**config.mk**
```make
export PLATFORM = sky130hd
export DESIGN_NAME = axi_lite_write_arbiter
export DESIGN_NICKNAME = d
export VERILOG_FILES = /design/src/rtl/axi_lite_write_arbiter.sv
export SDC_FILE = /design/constraint.sdc
export NUM_CORES = 1
export LEC_CHECK = 0
export ABC_AREA = 1
export CORE_ASPECT_RATIO = 0.75
export CORE_MARGIN = 8
export CORE_UTILIZATION = 25
export CTS_BUF_LIST = sky130_fd_sc_hd__clkbuf_8
export CTS_CLUSTER_SIZE = 16
export DETAILED_ROUTE_END_ITERATION = 12
export GPL_TIMING_DRIVEN = 0
export PLACE_DENSITY_LB_ADDON = 0.12
export SYNTH_ARGS = -nofsm -noshare
export SYNTH_HDL_FRONTEND = slang
export SYNTH_SLANG_ARGS = --single-unit
```
**constraint.sdc**
```tcl
create_clock -name aclk -period 2.7 [get_ports aclk]
set_clock_uncertainty 0.15 [all_clocks]
set_input_delay 0.54 -clock aclk [delete_from_list [all_inputs] [get_ports aclk]]
set_output_delay 0.54 -clock aclk [all_outputs]
set_load 0.02 [all_outputs]
```
**src/rtl/axi_lite_write_arbiter.sv**
```systemverilog
// Round-robin arbiter sharing one AXI4-Lite write port (AW/W/B) between NUM_REQ requesters.
// Latency: grant to rsp_valid is 3 cycles with a zero-stall slave; one transaction in flight.
// Backpressure: AW/W/B stalls simply hold the FSM; requesters wait until their req_ready pulse.
// Optional watchdog: define AXIL_WR_TIMEOUT_EN to abort stalled transactions with DECERR.
module axi_lite_write_arbiter #(
  parameter int NUM_REQ        = 2,
  parameter int ADDRESS_SIZE   = 32,
  parameter int DATA_SIZE      = 32,
  parameter int TIMEOUT_CYCLES = 256
) (
  input  logic                             aclk,
  input  logic                             aresetn,
  input  logic [NUM_REQ-1:0]               req_valid,
  input  logic [NUM_REQ*ADDRESS_SIZE-1:0]  req_addr,
  input  logic [NUM_REQ*DATA_SIZE-1:0]     req_data,
  input  logic [NUM_REQ*DATA_SIZE/8-1:0]   req_strb,
  output logic [NUM_REQ-1:0]               req_ready,
  output logic [NUM_REQ-1:0]               rsp_valid,
  output logic [1:0]                       rsp_resp,
  output logic [ADDRESS_SIZE-1:0]          m_awaddr,
  output logic                             m_awvalid,
  input  logic                             m_awready,
  output logic [DATA_SIZE-1:0]             m_wdata,
  output logic [DATA_SIZE/8-1:0]           m_wstrb,
  output logic                             m_wvalid,
  input  logic                             m_wready,
  input  logic [1:0]                       m_bresp,
  input  logic                             m_bvalid,
  output logic                             m_bready
);

  localparam int STRB_W = DATA_SIZE / 8;
  localparam int IDX_W  = (NUM_REQ > 1) ? $clog2(NUM_REQ) : 1;

  // Reject unsupported configurations at elaboration time.
  if (NUM_REQ < 2 || NUM_REQ > 8 || (DATA_SIZE % 8) != 0 || TIMEOUT_CYCLES < 1) begin : g_param_check
    $error("axi_lite_write_arbiter: unsupported parameter set");
  end

  typedef enum logic [1:0] {
    S_IDLE   = 2'd0,
    S_ISSUE  = 2'd1,
    S_WAIT_B = 2'd2
  } state_t;

  state_t                    r_state;
  state_t                    w_state_nxt;

  logic [IDX_W-1:0]          r_rr;
  logic [IDX_W-1:0]          r_gnt;
  logic [ADDRESS_SIZE-1:0]   r_awaddr;
  logic [DATA_SIZE-1:0]      r_wdata;
  logic [STRB_W-1:0]         r_wstrb;
  logic                      r_awvalid;
  logic                      r_wvalid;
  logic                      r_bready;
  logic [NUM_REQ-1:0]        r_rsp_valid;
  logic [1:0]                r_rsp_resp;

  logic                      w_gnt_found;
  logic [IDX_W-1:0]          w_gnt_idx;
  logic [ADDRESS_SIZE-1:0]   w_sel_addr;
  logic [DATA_SIZE-1:0]      w_sel_data;
  logic [STRB_W-1:0]         w_sel_strb;
  logic                      w_grant_en;
  logic                      w_issue_done;
  logic                      w_b_done;
  logic                      w_abort;
  logic                      w_timeout;
  logic                      w_aw_hs;
  logic                      w_w_hs;
  logic                      w_b_hs;
  logic [IDX_W-1:0]          w_rr_nxt;
  logic [NUM_REQ-1:0]        w_gnt_onehot;

  assign w_aw_hs      = r_awvalid && m_awready;
  assign w_w_hs       = r_wvalid && m_wready;
  assign w_b_hs       = r_bready && m_bvalid;
  assign w_rr_nxt     = (r_gnt == IDX_W'(NUM_REQ - 1)) ? '0 : r_gnt + 1'b1;
  assign w_gnt_onehot = NUM_REQ'(1) << r_gnt;

  // Round-robin search starting at r_rr; also muxes the winner's payload.
  always_comb begin
    int k;
    k           = 0;
    w_gnt_found = 1'b0;
    w_gnt_idx   = '0;
    w_sel_addr  = '0;
    w_sel_data  = '0;
    w_sel_strb  = '0;
    for (int i = 0; i < NUM_REQ; i++) begin
      k = int'(r_rr) + i;
      if (k >= NUM_REQ) k = k - NUM_REQ;
      if (!w_gnt_found && req_valid[k[IDX_W-1:0]]) begin
        w_gnt_found = 1'b1;
        w_gnt_idx   = k[IDX_W-1:0];
        w_sel_addr  = req_addr[k*ADDRESS_SIZE +: ADDRESS_SIZE];
        w_sel_data  = req_data[k*DATA_SIZE +: DATA_SIZE];
        w_sel_strb  = req_strb[k*STRB_W +: STRB_W];
      end
    end
  end

`ifdef AXIL_WR_TIMEOUT_EN
  localparam int TMO_W = $clog2(TIMEOUT_CYCLES + 1);
  logic [TMO_W-1:0] r_tmo_cnt;

  // Watchdog: restarts on every grant, counts every cycle spent waiting on the slave.
  always_ff @(posedge aclk) begin
    if (!aresetn) begin
      r_tmo_cnt <= '0;
    end else if (w_grant_en) begin
      r_tmo_cnt <= '0;
    end else if (r_state != S_IDLE) begin
      r_tmo_cnt <= r_tmo_cnt + 1'b1;
    end
  end

  assign w_timeout = (r_state != S_IDLE) && (r_tmo_cnt == TMO_W'(TIMEOUT_CYCLES - 1));
`else
  assign w_timeout = 1'b0;
`endif

  // FSM state register.
  always_ff @(posedge aclk) begin
    if (!aresetn) begin
      r_state <= S_IDLE;
    end else begin
      r_state <= w_state_nxt;
    end
  end

  // FSM next state, transaction events and the combinational grant pulse.
  always_comb begin
    w_state_nxt  = r_state;
    w_grant_en   = 1'b0;
    w_issue_done = 1'b0;
    w_b_done     = 1'b0;
    w_abort      = 1'b0;
    req_ready    = '0;
    case (r_state)
      S_IDLE: begin
        if (aresetn && w_gnt_found) begin
          w_grant_en  = 1'b1;
          req_ready   = NUM_REQ'(1) << w_gnt_idx;
          w_state_nxt = S_ISSUE;
        end
      end
      S_ISSUE: begin
        if (w_timeout) begin
          w_abort     = 1'b1;
          w_state_nxt = S_IDLE;
        end else if ((!r_awvalid || w_aw_hs) && (!r_wvalid || w_w_hs)) begin
          w_issue_done = 1'b1;
          w_state_nxt  = S_WAIT_B;
        end
      end
      S_WAIT_B: begin
        if (w_timeout) begin
          w_abort     = 1'b1;
          w_state_nxt = S_IDLE;
        end else if (w_b_hs) begin
          w_b_done    = 1'b1;
          w_state_nxt = S_IDLE;
        end
      end
      default: begin
        w_state_nxt = S_IDLE;
      end
    endcase
  end

  // Datapath: capture on grant, drop AW/W valids on their own handshakes, report completion.
  always_ff @(posedge aclk) begin
    if (!aresetn) begin
      r_rr        <= '0;
      r_gnt       <= '0;
      r_awaddr    <= '0;
      r_wdata     <= '0;
      r_wstrb     <= '0;
      r_awvalid   <= 1'b0;
      r_wvalid    <= 1'b0;
      r_bready    <= 1'b0;
      r_rsp_valid <= '0;
      r_rsp_resp  <= 2'b00;
    end else begin
      r_rsp_valid <= '0;
      if (w_grant_en) begin
        r_gnt     <= w_gnt_idx;
        r_awaddr  <= w_sel_addr;
        r_wdata   <= w_sel_data;
        r_wstrb   <= w_sel_strb;
        r_awvalid <= 1'b1;
        r_wvalid  <= 1'b1;
      end else if (w_abort) begin
        // Stalled slave: drop every handshake and answer the requester with DECERR.
        r_awvalid   <= 1'b0;
        r_wvalid    <= 1'b0;
        r_bready    <= 1'b0;
        r_rsp_resp  <= 2'b11;
        r_rsp_valid <= w_gnt_onehot;
        r_rr        <= w_rr_nxt;
      end else begin
        if (w_aw_hs) r_awvalid <= 1'b0;
        if (w_w_hs)  r_wvalid  <= 1'b0;
        if (w_issue_done) r_bready <= 1'b1;
        if (w_b_done) begin
          r_bready    <= 1'b0;
          r_rsp_resp  <= m_bresp;
          r_rsp_valid <= w_gnt_onehot;
          r_rr        <= w_rr_nxt;
        end
      end
    end
  end

  assign rsp_valid = r_rsp_valid;
  assign rsp_resp  = r_rsp_resp;
  assign m_awaddr  = r_awaddr;
  assign m_awvalid = r_awvalid;
  assign m_wdata   = r_wdata;
  assign m_wstrb   = r_wstrb;
  assign m_wvalid  = r_wvalid;
  assign m_bready  = r_bready;

endmodule

```
# After elaboration in Yosys (flattened, before gate mapping)
# Cells that the tools add are included.
op_classes:
  add_sub_neg: 4
  order_cmp: 4
  n_eq_ne: 5
  shift: 8
  n_mux: 35
  bitwise_logic: 3
  reduce_logical: 19
op_table:
  columns: ["op", "n"]
  rows:
  - ["$shiftx 64x32->32", 4]
  - ["$mux 32", 4]
  - ["$shiftx 8x32->4", 2]
  - ["$mux 30", 2]
  - ["$mux 1", 21]
  - ["$mux 2", 5]
  - ["$mux 4", 2]
  - ["$logic_and 1x1->1", 6]
  - ["$ne 2x2->1 const B", 3]
  - ["$pmux 2 s3", 1]
  - ["$reduce_bool 2->1", 3]
  - ["$lt 1x2->1 const B", 2]
  - ["$reduce_and 2->1", 2]
  - ["$shl 1x1->2 const A", 2]
  - ["$logic_not 1->1", 3]
  - ["$not 1->1", 3]
  - ["$reduce_and 3->1", 1]
  - ["$reduce_or 3->1", 1]
  - ["$sub 1x2->3 const B", 1]
  - ["$sub 2x2->3 const B", 1]
  - ["$add 1x1->2 const B", 1]
  - ["$eq 2x1->1 const B", 1]
  - ["$eq 2x2->1 const B", 1]
  - ["$ge 1x2->1 const B", 1]
  - ["4 further kinds", 5]
totals:
  register_bits: 79
  input_bits: 145
  out_inout_bits: 77
  word_cells: 89

# Longest topological paths before layout
logic_depth:
  depth_word: 13
  depth_mapped: 9
  depth_no_buf: 7

# Least setup slack after synthesis
# Ideal clock, no wire load.
synth_path:
  path_type: "in2out"
  from: "input port aresetn"
  to: "output port req_ready[0]"
  arrival_ps: 1347
  t_required_ps: 2010
  slack_ps: 663
  cell_stages: 5
  n_path_buf: 1
  path_cell_list: "inv_1 -> nor2_1 -> nand2_1 -> buf_2 -> nor2_1"
synth_between:
  elab_chain_len: 3
synth_lines:
  columns: ["element", "line", "text"]
  rows:
  - ["start: declaration", "12", "input logic aresetn,"]
  - ["$logic_and 1x1->1", "143", "if (aresetn && w_gnt_found) begin"]
  - ["$mux 2", "143", null]
  - ["$mux 2", "141", "case (r_state)"]
  - ["end: declaration", "17", "output logic [NUM_REQ-1:0] req_ready,"]
# No other way between the ends.

# Worst setup path in the final report
layout_path:
  from: "input port aresetn"
  to: "output port req_ready[1]"
# The elaborated chain is that of the path after synthesis.

==> flow_summary.toml <==
[final_layout]
fin_area_mm2 = 0.00862
post-route-util_pct = 37.7
final_common_cell = "nand2_1"
synthToLayoutAreaGrowth_pct = 48.6
layout-drive-gt1-share_pct = 4.68
stdcell_count = 1691
final_cell_mix = "nand2_1, clkdlybuf4s50_1, inv_1, dfxtp_1, a21oi_1"
finalNetCount = 1528

[clock_tree]
cts-root-buf = "clkbuf_8"
clk_latency_ns = 0.38
ctsHoldBuffers = 0
cts_buffer_depth = 2
clkSinkCount = 79
cts_tree = "built"
cts_buffers = 9
path_clk_slew_ns = 0.11
h-tree-depth = 3

[grt]
grt_pass1_vias = 6614
grt_pass1_wl_um = 37500
antenna_found_initial = 5
grt_remaining_overflow = 0
track_usage_pct = 16.7
grt_max_degree = 20

[critical_path]
cp.arrival_ns = 1.85
cp_num_buf_inv = 3
criticalPathCategory = "in2out"
critPathSlowestCell = "clkdlybuf4s50_1"
cp_max_fo = 5
slowest_delay_ns = 0.50
critPathMostFrequentCell = "nor2_1"
cp-end-kind = "output port"
cp.required_ns = 2.01
crit_family = "buffers and inverters"
cp-start-kind = "input port"
path_cells = "clkdlybuf4s50_1 > inv_1 > nor2_1 > nand2_4 > nor2_1 > clkdlybuf4s15_2"

[sta]
holdWs_ns = 0.318
tns_ns = 0
max-slew-margin-rel_pct = 61.5
fin_ws_ns = 0.160
slew_violations = 0
setup_viol_count_final = 0
hold_viol = 0
max_freq_mhz = 394
worstMarginPinSlew_ns = 0.577
fin_crit_sh_pct = 94.1
period_needed_ns = 2.54
rsz0062_at_grt = "no"

[synth]
syn_nets = 1296
yosysUniqueCellTypes = 19
avgSynthCellArea_um2 = 5.04
ys_seq_area_share_pct = 27.3
ys_ff_latch = 79
ys.warnings.count = 0
syn-cell-area_mm2 = 0.00580
netlist_instances = 1151

[placement]
placed_cell_area_mm2 = 0.00839
place.gp.congestion = 0.796
io_buffers = 221
dp_cells = 1672
dp_slack_ns = -0.774
dp_hpwl_um = 17800

[routing]
routed_via_density = 4.22
wirelength_um = 24300
ant_nets = 0
first_iter_violations = 366
vias = 7129
routedWlPerCell_um = 14.4
first_pass_iters = 5
remaining_drc_errors = 0

[floorplanning]
io_pins = 222
core_region_area_mm2 = 0.0229
die_w_um = 192
start_util_pct = 25.4
fp.dieH_um = 148
core.rowCount = 48
die_area_mm2 = 0.0284

[outcome]
status = "completed"

[min_path]
hold_path.class = "reg2reg"

[pwr]
pwr_density_cell_mw_per_mm2 = 457
cellLeakagePower_nw = 4.83
finalPower_mw = 3.94
vdd_ir_drop_max_mv = 0.205

[run]
maxCapViolations = 0
[sequential cells by signal, summed over array words and instances, names as in the netlist]
register   cells
m_awvalid      1
m_wstrb        4
m_wdata       32
r_state        2
m_bready       1
rsp_resp       2
r_gnt          1
m_wvalid       1
m_awaddr      32
rsp_valid      2
r_rr           1
[final cells by class]
type / count / area [um2]
Fill cell: 2598 / 14300
Multi-Input combinational cell: 857 / 3350
Timing Repair Buffer: 223 / 2220
Sequential cell: 79 / 1580
Inverter: 149 / 559
Tap cell: 300 / 375
Buffer: 64 / 314
Clock buffer: 9 / 124
Clock inverter: 7 / 86.3
Antenna cell: 3 / 7.51
[logic make-up (layout without fill, tap and decap cells)]
logic type / Yosys count / after routing / share of synthesized area [%]
compound gates: 79 / 79 / 6.84
other cells: 0 / 3 / 0
buf+inv: 215 / 452 / 15.2
flops: 79 / 79 / 27.3
simple gates: 778 / 778 / 50.7
[worst paths after layout]
check                           depth (start not counted)  startpoint  slack (ns)      endpoint
worst max-delay path                                    6     aresetn        0.16  req_ready[1]
worst min-delay path                                    2       r_gnt        0.32  rsp_valid[1]
worst max register to register                          7  r_state[0]        0.54  m_awaddr[27]
worst min register to register                          2       r_gnt        0.32  rsp_valid[1]
[power breakdown]
group / internal (mW) / total [mW] / leakage (nW) / switching, mW
logic: 0.694 / 1.50 / 4.07 / 0.804
clock network: 0.449 / 1.00 / 0.104 / 0.555
registers: 1.34 / 1.44 / 0.660 / 0.0956
total: 2.49 / 3.94 / 4.83 / 1.45
[what timing repair did]
action	in CTS	in global routing
buffers inserted	2	0
resized for setup	9	1
setup endpoints to repair	2	1
[worst min-delay path, delay by kind of cell, from the launching register on]
kind | cells | cell delay, ns
DFF | 1 | 0.35
buffers and inverters | 1 | 0.06
and+or+nand+nor | 1 | 0.04
[layer usage]
metal	vias to the layer above	global-route usage (%)	routed length, um
met1	3127	22.8	11900
met2	167	25.1	10300
met5	-	0	23
li1	3814	-	-
met4	4	3.61	248
met3	17	5.58	1870
[cell usage after synthesis]
library cell / number / share of area, %
nor2_2: 1 / 0.11
buf_6: 2 / 0.39
nand2_2: 1 / 0.11
o21ai_0: 5 / 0.43
inv_1: 148 / 9.6
buf_4: 5 / 0.65
a21oi_1: 72 / 6.2
nand3_1: 4 / 0.35
nor2_1: 9 / 0.58
nor2_4: 1 / 0.19
inv_2: 1 / 0.065
o21ai_1: 1 / 0.086
o22ai_1: 1 / 0.11
buf_1: 8 / 0.52
nand4_1: 1 / 0.11
clkbuf_1: 17 / 1.1
dfxtp_1: 79 / 27
buf_2: 34 / 2.9
nand2_1: 761 / 49
Note: power is estimated with default switching activity, not from simulation.
